## src/rtl/riscv_test_monitor_pkg.sv

```systemverilog
// rtl/riscv_test_monitor_pkg.sv - shared state encoding, default register indices and LED decode
// for the end-of-test monitor.
package riscv_test_monitor_pkg;

   localparam int TMON_CPU_WIDTH = 32;
   localparam int TMON_END_REG   = 26;
   localparam int TMON_RES_REG   = 27;
   localparam int TMON_NUM_REG   = 3;

   typedef enum logic [2:0] {
      TMON_IDLE    = 3'd0,
      TMON_RUN     = 3'd1,
      TMON_CHECK   = 3'd2,
      TMON_PASS    = 3'd3,
      TMON_FAIL    = 3'd4,
      TMON_TIMEOUT = 3'd5
   } tmon_state_e;

   function automatic logic [1:0] tmon_led(input tmon_state_e s, input logic blink);
      logic [1:0] l;
      case (s)
         TMON_PASS:    l = 2'b01;
         TMON_FAIL:    l = 2'b10;
         TMON_TIMEOUT: l = {blink, blink};
         default:      l = 2'b00;
      endcase
      return l;
   endfunction

endpackage

```

## src/rtl/tmon_sat_cnt.sv

```systemverilog
// rtl/tmon_sat_cnt.sv - saturating up-counter with synchronous clear; clear beats enable.
module tmon_sat_cnt #(
   parameter int W = 32
) (
   input  logic         clk,
   input  logic         rst_n,
   input  logic         en,
   input  logic         clr,
   output logic [W-1:0] q
);

   logic [W-1:0] q_q;

   always_ff @(posedge clk or negedge rst_n) begin
      if (!rst_n) begin
         q_q <= '0;
      end else if (clr) begin
         q_q <= '0;
      end else if (en && (q_q != {W{1'b1}})) begin
         q_q <= q_q + W'(1);
      end
   end

   assign q = q_q;

endmodule

```

## src/rtl/riscv_test_monitor.sv

```systemverilog
// rtl/riscv_test_monitor.sv - snoops register-file write-back for the end-of-test convention,
// adds a watchdog, a cycle counter and LED status.
module riscv_test_monitor
   import riscv_test_monitor_pkg::*;
#(
   parameter int CPU_WIDTH   = TMON_CPU_WIDTH,
   parameter int END_REG     = TMON_END_REG,
   parameter int RES_REG     = TMON_RES_REG,
   parameter int NUM_REG     = TMON_NUM_REG,
   parameter int TIMEOUT_CYC = 50000,
   parameter int CNT_W       = 32,
   parameter int AUTO_START  = 1,
   parameter int BLINK_BIT   = 23
) (
   input  logic                 clk,
   input  logic                 rst_n,
   input  logic                 start,
   input  logic                 wb_en,
   input  logic [4:0]           wb_addr,
   input  logic [CPU_WIDTH-1:0] wb_data,
   output logic                 done,
   output logic                 pass,
   output logic                 fail,
   output logic                 timeout,
   output logic [CPU_WIDTH-1:0] fail_testnum,
   output logic [CNT_W-1:0]     cycle_cnt,
   output logic [1:0]           led
);

   localparam logic [4:0]       END_A   = 5'(END_REG);
   localparam logic [4:0]       RES_A   = 5'(RES_REG);
   localparam logic [4:0]       NUM_A   = 5'(NUM_REG);
   localparam logic [CNT_W-1:0] TO_LAST = CNT_W'(TIMEOUT_CYC - 1);
   localparam tmon_state_e      RST_ST  = (AUTO_START != 0) ? TMON_RUN : TMON_IDLE;

   tmon_state_e            state_q, state_d;
   logic [CPU_WIDTH-1:0]   res_sh_q, res_sh_d;
   logic [CPU_WIDTH-1:0]   num_sh_q, num_sh_d;
   logic [BLINK_BIT:0]     free_q;
   logic                   in_run;
   logic                   wr_end, wr_res, wr_num, expire;

   assign in_run = (state_q == TMON_RUN) || (state_q == TMON_CHECK);

   // x0 is hard-wired zero in the core, so a write to it never means anything here.
   assign wr_end = wb_en && (wb_addr == END_A) && (END_A != 5'd0) && (wb_data == CPU_WIDTH'(1));
   assign wr_res = wb_en && (wb_addr == RES_A) && (RES_A != 5'd0);
   assign wr_num = wb_en && (wb_addr == NUM_A) && (NUM_A != 5'd0);
   assign expire = (TIMEOUT_CYC != 0) && (cycle_cnt == TO_LAST);

   always_comb begin
      state_d  = state_q;
      res_sh_d = res_sh_q;
      num_sh_d = num_sh_q;
      if (in_run) begin
         if (wr_res) res_sh_d = wb_data;
         if (wr_num) num_sh_d = wb_data;
      end
      // CHECK decides on res_sh_d so a result write landing in the CHECK cycle still counts.
      case (state_q)
         TMON_RUN: begin
            if (wr_end)      state_d = TMON_CHECK;
            else if (expire) state_d = TMON_TIMEOUT;
         end
         TMON_CHECK: state_d = (res_sh_d == CPU_WIDTH'(1)) ? TMON_PASS : TMON_FAIL;
         default:    state_d = state_q;
      endcase
      if (start) begin
         state_d  = TMON_RUN;
         res_sh_d = '0;
         num_sh_d = '0;
      end
   end

   always_ff @(posedge clk or negedge rst_n) begin
      if (!rst_n) begin
         state_q  <= RST_ST;
         res_sh_q <= '0;
         num_sh_q <= '0;
         free_q   <= '0;
      end else begin
         state_q  <= state_d;
         res_sh_q <= res_sh_d;
         num_sh_q <= num_sh_d;
         free_q   <= free_q + 1'b1;
      end
   end

   tmon_sat_cnt #(
      .W (CNT_W)
   ) u_cycle_cnt (
      .clk   (clk),
      .rst_n (rst_n),
      .en    (in_run),
      .clr   (start),
      .q     (cycle_cnt)
   );

   assign pass         = (state_q == TMON_PASS);
   assign fail         = (state_q == TMON_FAIL);
   assign timeout      = (state_q == TMON_TIMEOUT);
   assign done         = pass || fail || timeout;
   assign fail_testnum = num_sh_q;
   assign led          = tmon_led(state_q, free_q[BLINK_BIT]);

endmodule

```

## config.mk

```make
export PLATFORM = sky130hd
export DESIGN_NAME = riscv_test_monitor
export DESIGN_NICKNAME = d
export VERILOG_FILES = /design/src/rtl/riscv_test_monitor_pkg.sv /design/src/rtl/tmon_sat_cnt.sv /design/src/rtl/riscv_test_monitor.sv
export SDC_FILE = /design/constraint.sdc
export NUM_CORES = 1
export LEC_CHECK = 0
export ABC_CLOCK_PERIOD_IN_PS = 2950
export CAP_MARGIN = 15
export CORE_MARGIN = 2
export CORE_UTILIZATION = 45
export CTS_CLUSTER_DIAMETER = 30
export DETAILED_ROUTE_END_ITERATION = 6
export PLACE_DENSITY = 0.83
export SLEW_MARGIN = 0
export SYNTH_ARGS = -nofsm -noshare
export SYNTH_HDL_FRONTEND = slang
export SYNTH_HIERARCHICAL = 1
export SYNTH_SLANG_ARGS = --single-unit
```

## constraint.sdc

```tcl
create_clock -name clk -period 2.95 [get_ports clk]
set_input_delay 0.59 -clock clk [delete_from_list [all_inputs] [get_ports clk]]
set_output_delay 0.59 -clock clk [all_outputs]
set_load 0.005 [all_outputs]
```

==> results of run 1 <==
cells in the final DEF, fill, tap and decap left out, drive strengths merged, types with 3 or more instances in the layout:
| master | n |
|---|---|
| a211oi | 5 |
| a21o | 3 |
| a21oi | 45 |
| and2 | 3 |
| and3 | 12 |
| and4 | 4 |
| buf | 11 |
| bufinv | 4 |
| clkbuf | 21 |
| clkdlybuf4s50 | 108 |
| clkinv | 6 |
| dfrtp | 122 |
| inv | 13 |
| mux2 | 6 |
| mux2i | 33 |
| nand2 | 87 |
| nand2b | 6 |
| nand3 | 25 |
| nand4 | 17 |
| nor2 | 68 |
| nor2b | 6 |
| nor3 | 8 |
| nor4 | 27 |
| nor4b | 3 |
| o21ai | 5 |
| o31ai | 4 |
| or3 | 5 |
| or4 | 6 |
| xnor2 | 26 |
| xor2 | 10 |
metrics by stage:
step / worst slack, ns / hold slack, ns / total power [W] / util
5_1_grt: 0.08303 / 0.1465 / 0.004234 / 0.6164
4_1_cts: 0.1418 / 0.1300 / 0.004124 / 0.6164
2_1_floorplan: 0.6006 / 0.2944 / 0.001787 / -
3_5_place_dp: 0.3269 / 0.4662 / 0.001924 / 0.5667
3_3_place_gp: 0.3537 / 0.4525 / 0.001917 / 0.5667
6_report: 0.1383 / 0.1268 / 0.004088 / 0.6164
where the power goes:
| group | leakage [nW] | switching [W] | internal, W |
|---|---|---|---|
| registers | 1.70 | 0.00000996 | 0.00170 |
| clock network | 0.307 | 0.000738 | 0.00146 |
| logic | 1.48 | 0.000102 | 0.0000846 |
| total | 3.49 | 0.000850 | 0.00324 |
cell type report:
class / instances / area (µm²)
multi-input combinational: 436 / 2651
fill: 1002 / 4861
timing repair buffer: 119 / 1186
inverter: 13 / 48.80
clock buffer: 21 / 460.4
sequential: 123 / 3079
tap: 172 / 215.2
clock inverter: 11 / 168.9
state kept, by name, summed over array words and instances, names as in the netlist:
| signal | cells |
|---|---|
| state_q | 3 |
| res_sh_q | 32 |
| free_q | 24 |
| fail_testnum | 32 |
| u_cycle_cnt/q | 32 |
kinds of logic (layout without fill, tap and decap cells):
| family | count (synthesis) | in the layout | share of synthesized area |
|---|---|---|---|
| AND/OR/NAND/NOR | 289 | 289 | 0.2522 |
| flip-flops | 123 | 123 | 0.5233 |
| AO/OA/AOI/OAI | 70 | 70 | 0.07145 |
| multiplexers | 39 | 39 | 0.06825 |
| buffers and inverters | 38 | 164 | 0.02701 |
| XOR/XNOR | 36 | 36 | 0.05358 |
| adder cells (fa/ha/maj) | 2 | 2 | 0.004252 |
metal layers:
layer  track usage  vias to the layer above  part of all wire
li1              -                     2333                 -
met1        0.2678                     2472              0.41
met2        0.3739                      164              0.52
met3       0.06564                       28             0.054
met4       0.08133                        0             0.021
met5             0                        -                 0
cell usage after synthesis (all sizes together) (2+ instances only):
cell type / count / area share
o31ai: 4 / 0.0051
buf: 11 / 0.0098
nor4b: 3 / 0.0045
mux2: 6 / 0.012
nor3b: 2 / 0.0034
nor3: 8 / 0.0068
or4: 6 / 0.0083
nand2b: 6 / 0.0064
nand3b: 2 / 0.0026
a31oi: 2 / 0.0047
o21ai: 5 / 0.0043
a21oi: 45 / 0.038
and3: 12 / 0.014
a211oi: 5 / 0.0064
a31o: 2 / 0.0030
nand2: 87 / 0.055
nor4: 27 / 0.033
mux2i: 33 / 0.056
or3: 5 / 0.0053
xnor2: 26 / 0.039
a21o: 3 / 0.0038
nor2: 68 / 0.043
ha: 2 / 0.0043
nor2b: 6 / 0.0064
and2: 3 / 0.0032
nand3: 25 / 0.022
xor2: 10 / 0.015
or2: 2 / 0.0021
and4: 4 / 0.0060
inv: 13 / 0.0083
clkbuf: 14 / 0.0089
nand4: 17 / 0.019
dfrtp: 122 / 0.52
critical path, stage by stage, from the launching register on:
cell and delay (ns):
dfrtp_1 0.48, nand2b_1 0.26, or2_2 0.31, a21oi_1 0.21, clkdlybuf4s50_1 0.55
path summary, 6_finish.rpt:
kind | start | to | cells past startpoint
worst max-delay path | state_q[1]$_DFFE_PN0P_ | led[0] | 4
worst min-delay path | rst_n | fail_testnum[17]$_DFFE_PN0P_ | 1
worst max register to register | state_q[0]$_DFFE_PN1P_ | u_cycle_cnt/q[29]$_DFFE_PN0P_ | 7
worst min register to register | free_q[0]$_DFF_PN0_ | free_q[0]$_DFF_PN0_ | 1
max in group asynchronous | rst_n | state_q[0]$_DFFE_PN1P_ | 2
min in group clk | free_q[0]$_DFF_PN0_ | free_q[0]$_DFF_PN0_ | 1
==> results.json, run 1 <==
{
  "outcome": "complete, no violations",
  "leakage_nw": 3.487,
  "final_max_slew_viol_count": 0,
  "cts_root_buf": "clkbuf_16",
  "post_cts_resized": 0,
  "rrSetupSlack_ns": 0.32,
  "initial_core_util": 0.4644,
  "placed_area_um2": 7181,
  "postRouteAntennaNets": 0,
  "setup_viol": 0,
  "areaGrowthSynthToFinish_pct": 32.72,
  "yosys_warnings": 6,
  "htreeDepth": 4,
  "crit_type": "reg -> out",
  "required_ns": 2.36,
  "core_um2": 12670,
  "antenna_found_initial": 0,
  "clock.fmax_ghz": 0.3557,
  "antenna_cells": 0,
  "port_buffers": 110,
  "die_w_um": 118.4,
  "io-pin-count": 111,
  "post-route-period-util": 0.9531,
  "slew_headroom": 0.4615,
  "dp_hpwl_um": 10430,
  "cts_buffers": 17,
  "irDropWorstVdd_mv": 0.2906,
  "async_flop_share": 1.000,
  "clock_latency_ns": 0.42,
  "ys_seq_area_frac": 0.5233,
  "tightestPinTransition_ns": 0.8077,
  "synth_edf_count": 0,
  "syn_nets": 640,
  "path_clk_slew_ns": 0.06,
  "grt_max_degree": 62,
  "maxCapViolations": 0,
  "postLayoutCellArea_um2": 7810,
  "power.density_nw_per_um2": 523.4,
  "avgRoutedWirePerCell_um": 16.60,
  "gp_congestion": 0.8442,
  "wl_um": 14860,
  "firstDrtPassIters": 5,
  "grt_overflow_total": 0,
  "hold_viol": 0,
  "vias": 4997,
  "die_area_um2": 14010,
  "grt_use_total": 0.2215,
  "netlist_instances": 597,
  "dp_cells": 863,
  "drt_first_iter_violations": 411,
  "rsz0062_at_grt": "false",
  "nets": 753,
  "setup_tns_ns": 0,
  "clockBufferDepth": 2,
  "crit_arrival_ns": 2.22,
  "fin_cells": 895,
  "syn_area_um2": 5884,
  "ys_types": 55,
  "die_h_um": 118.4,
  "row_count": 41,
  "via_per_inst": 5.583,
  "post_cts_buffers": 0,
  "fin_crit_ns": 2.812,
  "fin_skew_ns": 0.006651,
  "syn-mean-instance-area_um2": 9.857,
  "start_kind": "flip-flop",
  "grt_pass1_wl_um": 24870,
  "ys_ff_latch": 123,
  "cts.sinks": 123,
  "synthFlopType": "dfrtp_1",
  "path_max_fanout": 10,
  "cts_tree": "built",
  "crit_path_end_kind": "output pin",
  "hp-class": "in -> async",
  "drive_gt1_frac": 0.08714,
  "grt_pass1_vias": 5059,
  "ctsHoldBuffers": 0,
  "drc": 0
}
Power figures use the tool's default switching activity.
==> run 2: changes to the inputs <==
Settings changed: MAX_ROUTING_LAYER set to met4.
==> run 2 against run 1 <==
Compared with the run above: first-iteration DRC count shrank 3.2%; count of clock-buffer cells in the layout stayed put; largest power group unchanged; worst setup slack barely moved; via count fell by 0.74%; sequential cell count unchanged; cell count stayed put; largest cell class unchanged; clock skew rose by 0.0035 ns; clock power about the same.
==> results.json, run 2 (synthesis gave the netlist of run 1 again) <==
{
  "firstDrtPassIters": 5,
  "drive_gt1_frac": 0.08714,
  "post_cts_buffers": 0,
  "irDropWorstVdd_mv": 0.2889,
  "final_cell_mix": "dfrtp_1, clkdlybuf4s50_1, nand2_1",
  "crit_path_end_kind": "output pin",
  "wl_um": 14790,
  "initial_core_util": 0.4644,
  "crit_arrival_ns": 2.22,
  "start_kind": "flip-flop",
  "postRouteAntennaNets": 0,
  "postLayoutCellArea_um2": 7810,
  "path_clk_slew_ns": 0.06,
  "htreeDepth": 4,
  "vias": 4960,
  "row_count": 41,
  "port_buffers": 110,
  "placed_area_um2": 7181,
  "setup_viol": 0,
  "io-pin-count": 111,
  "antenna_cells": 0,
  "final_common_cell": "dfrtp_1",
  "maxCapViolations": 0,
  "clock.fmax_ghz": 0.3556,
  "nets": 753,
  "required_ns": 2.36,
  "layout.area.seq_um2": 3079,
  "crit_type": "reg -> out",
  "final_max_slew_viol_count": 0,
  "drc": 0,
  "grt_max_degree": 62,
  "path_max_fanout": 10,
  "multiInputGateArea_um2": 2651,
  "die_h_um": 118.4,
  "hp-class": "in -> async",
  "dp_hpwl_um": 10430,
  "post_cts_resized": 0,
  "die_w_um": 118.4,
  "grt_overflow_total": 0,
  "outcome": "complete, no violations",
  "fin_crit_ns": 2.812,
  "rsz0062_at_grt": "false",
  "power.density_nw_per_um2": 523.2,
  "post-route-period-util": 0.9532,
  "ctsHoldBuffers": 0,
  "grt_pass1_wl_um": 24860,
  "n_fill_cell": 1002,
  "finalPower_w": 0.004086,
  "slew_headroom": 0.4576,
  "areaGrowthSynthToFinish_pct": 32.72,
  "drt_first_iter_violations": 398,
  "gp_congestion": 0.8574,
  "avgRoutedWirePerCell_um": 16.52,
  "cts_root_buf": "clkbuf_16",
  "via_per_inst": 5.542,
  "regToRegStartpoint": "state_q[0]$_DFFE_PN1P_",
  "antenna_found_initial": 0,
  "grt_use_total": 0.2284,
  "setup_tns_ns": 0,
  "grt_pass1_vias": 5063,
  "clockBufferDepth": 2,
  "core_um2": 12670,
  "clock_latency_ns": 0.42,
  "cts.sinks": 123,
  "fin_skew_ns": 0.01014,
  "hold_viol": 0,
  "rrSetupSlack_ns": 0.29,
  "r2r_end": "u_cycle_cnt/q[29]$_DFFE_PN0P_",
  "die_area_um2": 14010,
  "leakage_nw": 3.487,
  "cts_buffers": 17,
  "tightestPinTransition_ns": 0.8137,
  "reg2regPathDepth": 7,
  "cts_tree": "built"
}
## run 2: worst max-delay path, stage by stage, from the launching register on
cell,delay [ns]
dfrtp_1,0.48
nand2b_1,0.26
or2_2,0.31
a21oi_1,0.21
clkdlybuf4s50_1,0.55
## run 2: worst max-delay path by stage
stage | startpoint | endpoint | slack, ns | cells after the start
floorplan | state_q[0]$_DFFE_PN1P_ | u_cycle_cnt/q[31]$_DFFE_PN0P_ | 0.60 | 8
global placement | wb_data[1] | state_q[0]$_DFFE_PN1P_ | 0.35 | 6
detailed placement | wb_data[0] | state_q[0]$_DFFE_PN1P_ | 0.33 | 6
CTS | state_q[1]$_DFFE_PN0P_ | led[0] | 0.14 | 4
global route | state_q[1]$_DFFE_PN0P_ | led[0] | 0.08 | 4
finish | state_q[1]$_DFFE_PN0P_ | led[0] | 0.14 | 4
## run 2: power by group
part           internal [W]  switching, W  leakage [nW]  total [W]
Combinational     0.0000846      0.000102          1.48   0.000186
Clock               0.00146      0.000736         0.307    0.00219
Sequential          0.00170     0.0000100          1.70    0.00171
Total               0.00324      0.000848          3.49    0.00409
## run 2: metal layers
layer | routed length [µm] | global-route usage | vias up
li1 | - | - | 2335
met3 | 782 | 0.06274 | 25
met1 | 6034 | 0.2682 | 2427
met4 | 308 | 0.08584 | 0
met5 | 0 | - | -
met2 | 7663 | 0.3750 | 173
## run 2: cell type report
class,count,area share
flip-flops and latches,123,0.3943
multi-input cells,436,0.3395
repair buffers,119,0.1519
clock buffers,21,0.05896
well taps,172,0.02756
clock inverters,11,0.02163
inverters,13,0.006248
## run 2: per-stage QoR
| step | utilization | cells | setup slack (ns) | hold WS (ns) |
|---|---|---|---|---|
| after global routing | 0.6164 | 895 | 0.08428 | 0.1442 |
| final | 0.6164 | 895 | 0.1379 | 0.1197 |
| after detailed placement | 0.5667 | 863 | 0.3269 | 0.4662 |
| after global placement | 0.5667 | 863 | 0.3537 | 0.4525 |
| after CTS | 0.6164 | 895 | 0.1418 | 0.1300 |
| after floorplan | - | 597 | 0.6006 | 0.2944 |
==> run 3: changes to the inputs <==
Settings changed: ABC_CLOCK_PERIOD_IN_PS 2950 to 2340, PLACE_DENSITY 0.83 to 0.85.
Clock period 2.95 ns to 2.34 ns, I/O delays scaled along.
==> run 3 against run 2 <==
Compared with the run above: clock power grew 33%; critical path depth rose by 3; sequential cell count is the same; global-route usage grew 2.2 points; design area grew 7.3%; critical path type is now reg -> reg; highest routed layer unchanged; critical endpoint is now u_cycle_cnt/q[25]$_DFFE_PN0P_.
==> results.json, run 3 (synthesis gave the netlist of run 1 again) <==
{
  "outcome": "complete, no violations",
  "antenna_cells": 0,
  "crit_path_top_delay_cell": "dfstp_2",
  "finalPower_w": 0.005338,
  "power_frac_clock": 0.544,
  "row_count": 41,
  "clock.fmax_ghz": 0.4392,
  "port_buffers": 110,
  "drt_first_iter_violations": 517,
  "path_buf_inv": 0,
  "fin_crit_ns": 2.277,
  "final_common_cell": "dfrtp_1",
  "wl_met1_um": 6705,
  "antenna_found_initial": 0,
  "leakage_nw": 3.883,
  "setup_tns_ns": 0,
  "io-pin-count": 111,
  "wl_met3_um": 924,
  "crit_arrival_ns": 2.61,
  "clockBufferDepth": 2,
  "grt_pass1_wl_um": 27030,
  "power.density_nw_per_um2": 637.1,
  "post-route-period-util": 0.9730,
  "slew_headroom": 0.6180,
  "regToRegStartpoint": "state_q[0]$_DFFE_PN1P_",
  "nets": 817,
  "tightestPinTransition_ns": 0.5677,
  "slowest_delay_ns": 0.56,
  "pwr-share-comb": 0.052,
  "cp_top_family": "simple AND/OR/NAND/NOR gates",
  "path_clk_slew_ns": 0.06,
  "cts_root_buf": "clkbuf_16",
  "avgRoutedWirePerCell_um": 17.51,
  "hold_viol": 0,
  "hp-class": "in -> async",
  "start_kind": "flip-flop",
  "grt_max_degree": 51,
  "crit_type": "reg -> reg",
  "cts.sinks": 123,
  "gp_congestion": 0.8660,
  "die_area_um2": 14010,
  "topRoutingLayerUsed": "met4",
  "fin_skew_ns": 0.01091,
  "initial_core_util": 0.4644,
  "required_ns": 2.68,
  "cp_cell_sequence": "nand2b_1 > o21ai_2 > and3_1 > nand4_1 > a21o_2 > or4_1 > a21oi_1",
  "core_um2": 12670,
  "htreeDepth": 4,
  "vias": 5454,
  "firstDrtPassIters": 5,
  "setup_viol": 0,
  "cts_tree": "built",
  "intPower_w": 0.004247,
  "path_max_fanout": 12,
  "netSwitchingFraction": 0.2043,
  "cp.depth": 7,
  "crit_path_end_kind": "flip-flop",
  "grt_overflow_total": 0,
  "wl_met2_um": 8631,
  "wl_um": 16790,
  "grt_pass1_vias": 5421,
  "p_switching_w": 0.001091,
  "maxCapViolations": 0,
  "final_cell_mix": "dfrtp_1, clkdlybuf4s50_1, nand2_1",
  "r2r_end": "u_cycle_cnt/q[25]$_DFFE_PN0P_",
  "dp_hpwl_um": 11010,
  "via_per_inst": 5.687,
  "critPathLaunch": "state_q[0]$_DFFE_PN1P_",
  "clock_latency_ns": 0.43,
  "areaGrowthSynthToFinish_pct": 42.38,
  "dp_cells": 909,
  "grt_use_total": 0.2500,
  "drc": 0,
  "pwr-share-seq": 0.404,
  "drive_gt1_frac": 0.1715,
  "worstSetupEndpoint": "u_cycle_cnt/q[25]$_DFFE_PN0P_",
  "die_h_um": 118.4,
  "die_w_um": 118.4,
  "cts_buffers": 17,
  "reg2regPathDepth": 7,
  "irDropWorstVdd_mv": 0.4754,
  "rrSetupSlack_ns": 0.06,
  "postRouteAntennaNets": 0,
  "final_max_slew_viol_count": 0,
  "fin_cells": 959
}
## run 3: cell type report
class | instances | area (µm²)
clock inverters | 8 | 165.2
well taps | 172 | 215.2
flip-flops and latches | 123 | 3079
repair buffers | 183 | 1682
fillers | 907 | 4293
clock buffers | 24 | 481.7
multi-input cells | 436 | 2699
inverters | 13 | 56.30
## run 3: what timing repair did
item / 4_1_cts / 5_1_grt
gates resized for setup: 10 / 11
setup buffers: 14 / 6
hold buffers: 0 / 0
pin swaps: 2 / 4
setup endpoints to repair: 3 / 13
## run 3: metrics by stage
step	hold WS, ns	setup WS, ns	instance area, µm²	util
after floorplan	0.1724	0.09512	5884	-
after global placement	0.4524	-0.2257	7528	0.5942
after detailed placement	0.4652	-0.3359	7528	0.5942
after CTS	0.03045	0.0005576	8308	0.6557
after global routing	0.05868	-0.001840	8378	0.6612
final	0.01857	0.06313	8378	0.6612
## run 3: power groups by stage
| stage | Sequential (W) | Combinational (W) | Clock (W) |
|---|---|---|---|
| after global routing | 0.00215 | 0.000303 | 0.00301 |
| after CTS | 0.00215 | 0.000279 | 0.00292 |
| after detailed placement | 0.00219 | 0.000276 | 0 |
| final | 0.00215 | 0.000278 | 0.00291 |
| after floorplan | 0.00219 | 0.0000646 | 0 |
| after global placement | 0.00219 | 0.000268 | 0 |
## run 3: worst min path at each step
stage | start | end | slack (ns) | depth (start not counted)
after floorplan | rst_n | fail_testnum[0]$_DFFE_PN0P_ | 0.17 | 0
after global placement | free_q[21]$_DFF_PN0_ | free_q[21]$_DFF_PN0_ | 0.45 | 1
after detailed placement | free_q[22]$_DFF_PN0_ | free_q[22]$_DFF_PN0_ | 0.47 | 1
after CTS | rst_n | fail_testnum[13]$_DFFE_PN0P_ | 0.03 | 1
after global routing | rst_n | fail_testnum[16]$_DFFE_PN0P_ | 0.06 | 1
final | rst_n | fail_testnum[16]$_DFFE_PN0P_ | 0.02 | 1
## run 3: per-layer routing
layer  track usage  up-vias
li1              -     2457
met1        0.2896     2691
met2        0.4165      254
met3       0.04923       52
met4        0.1212        0
met5             -        -
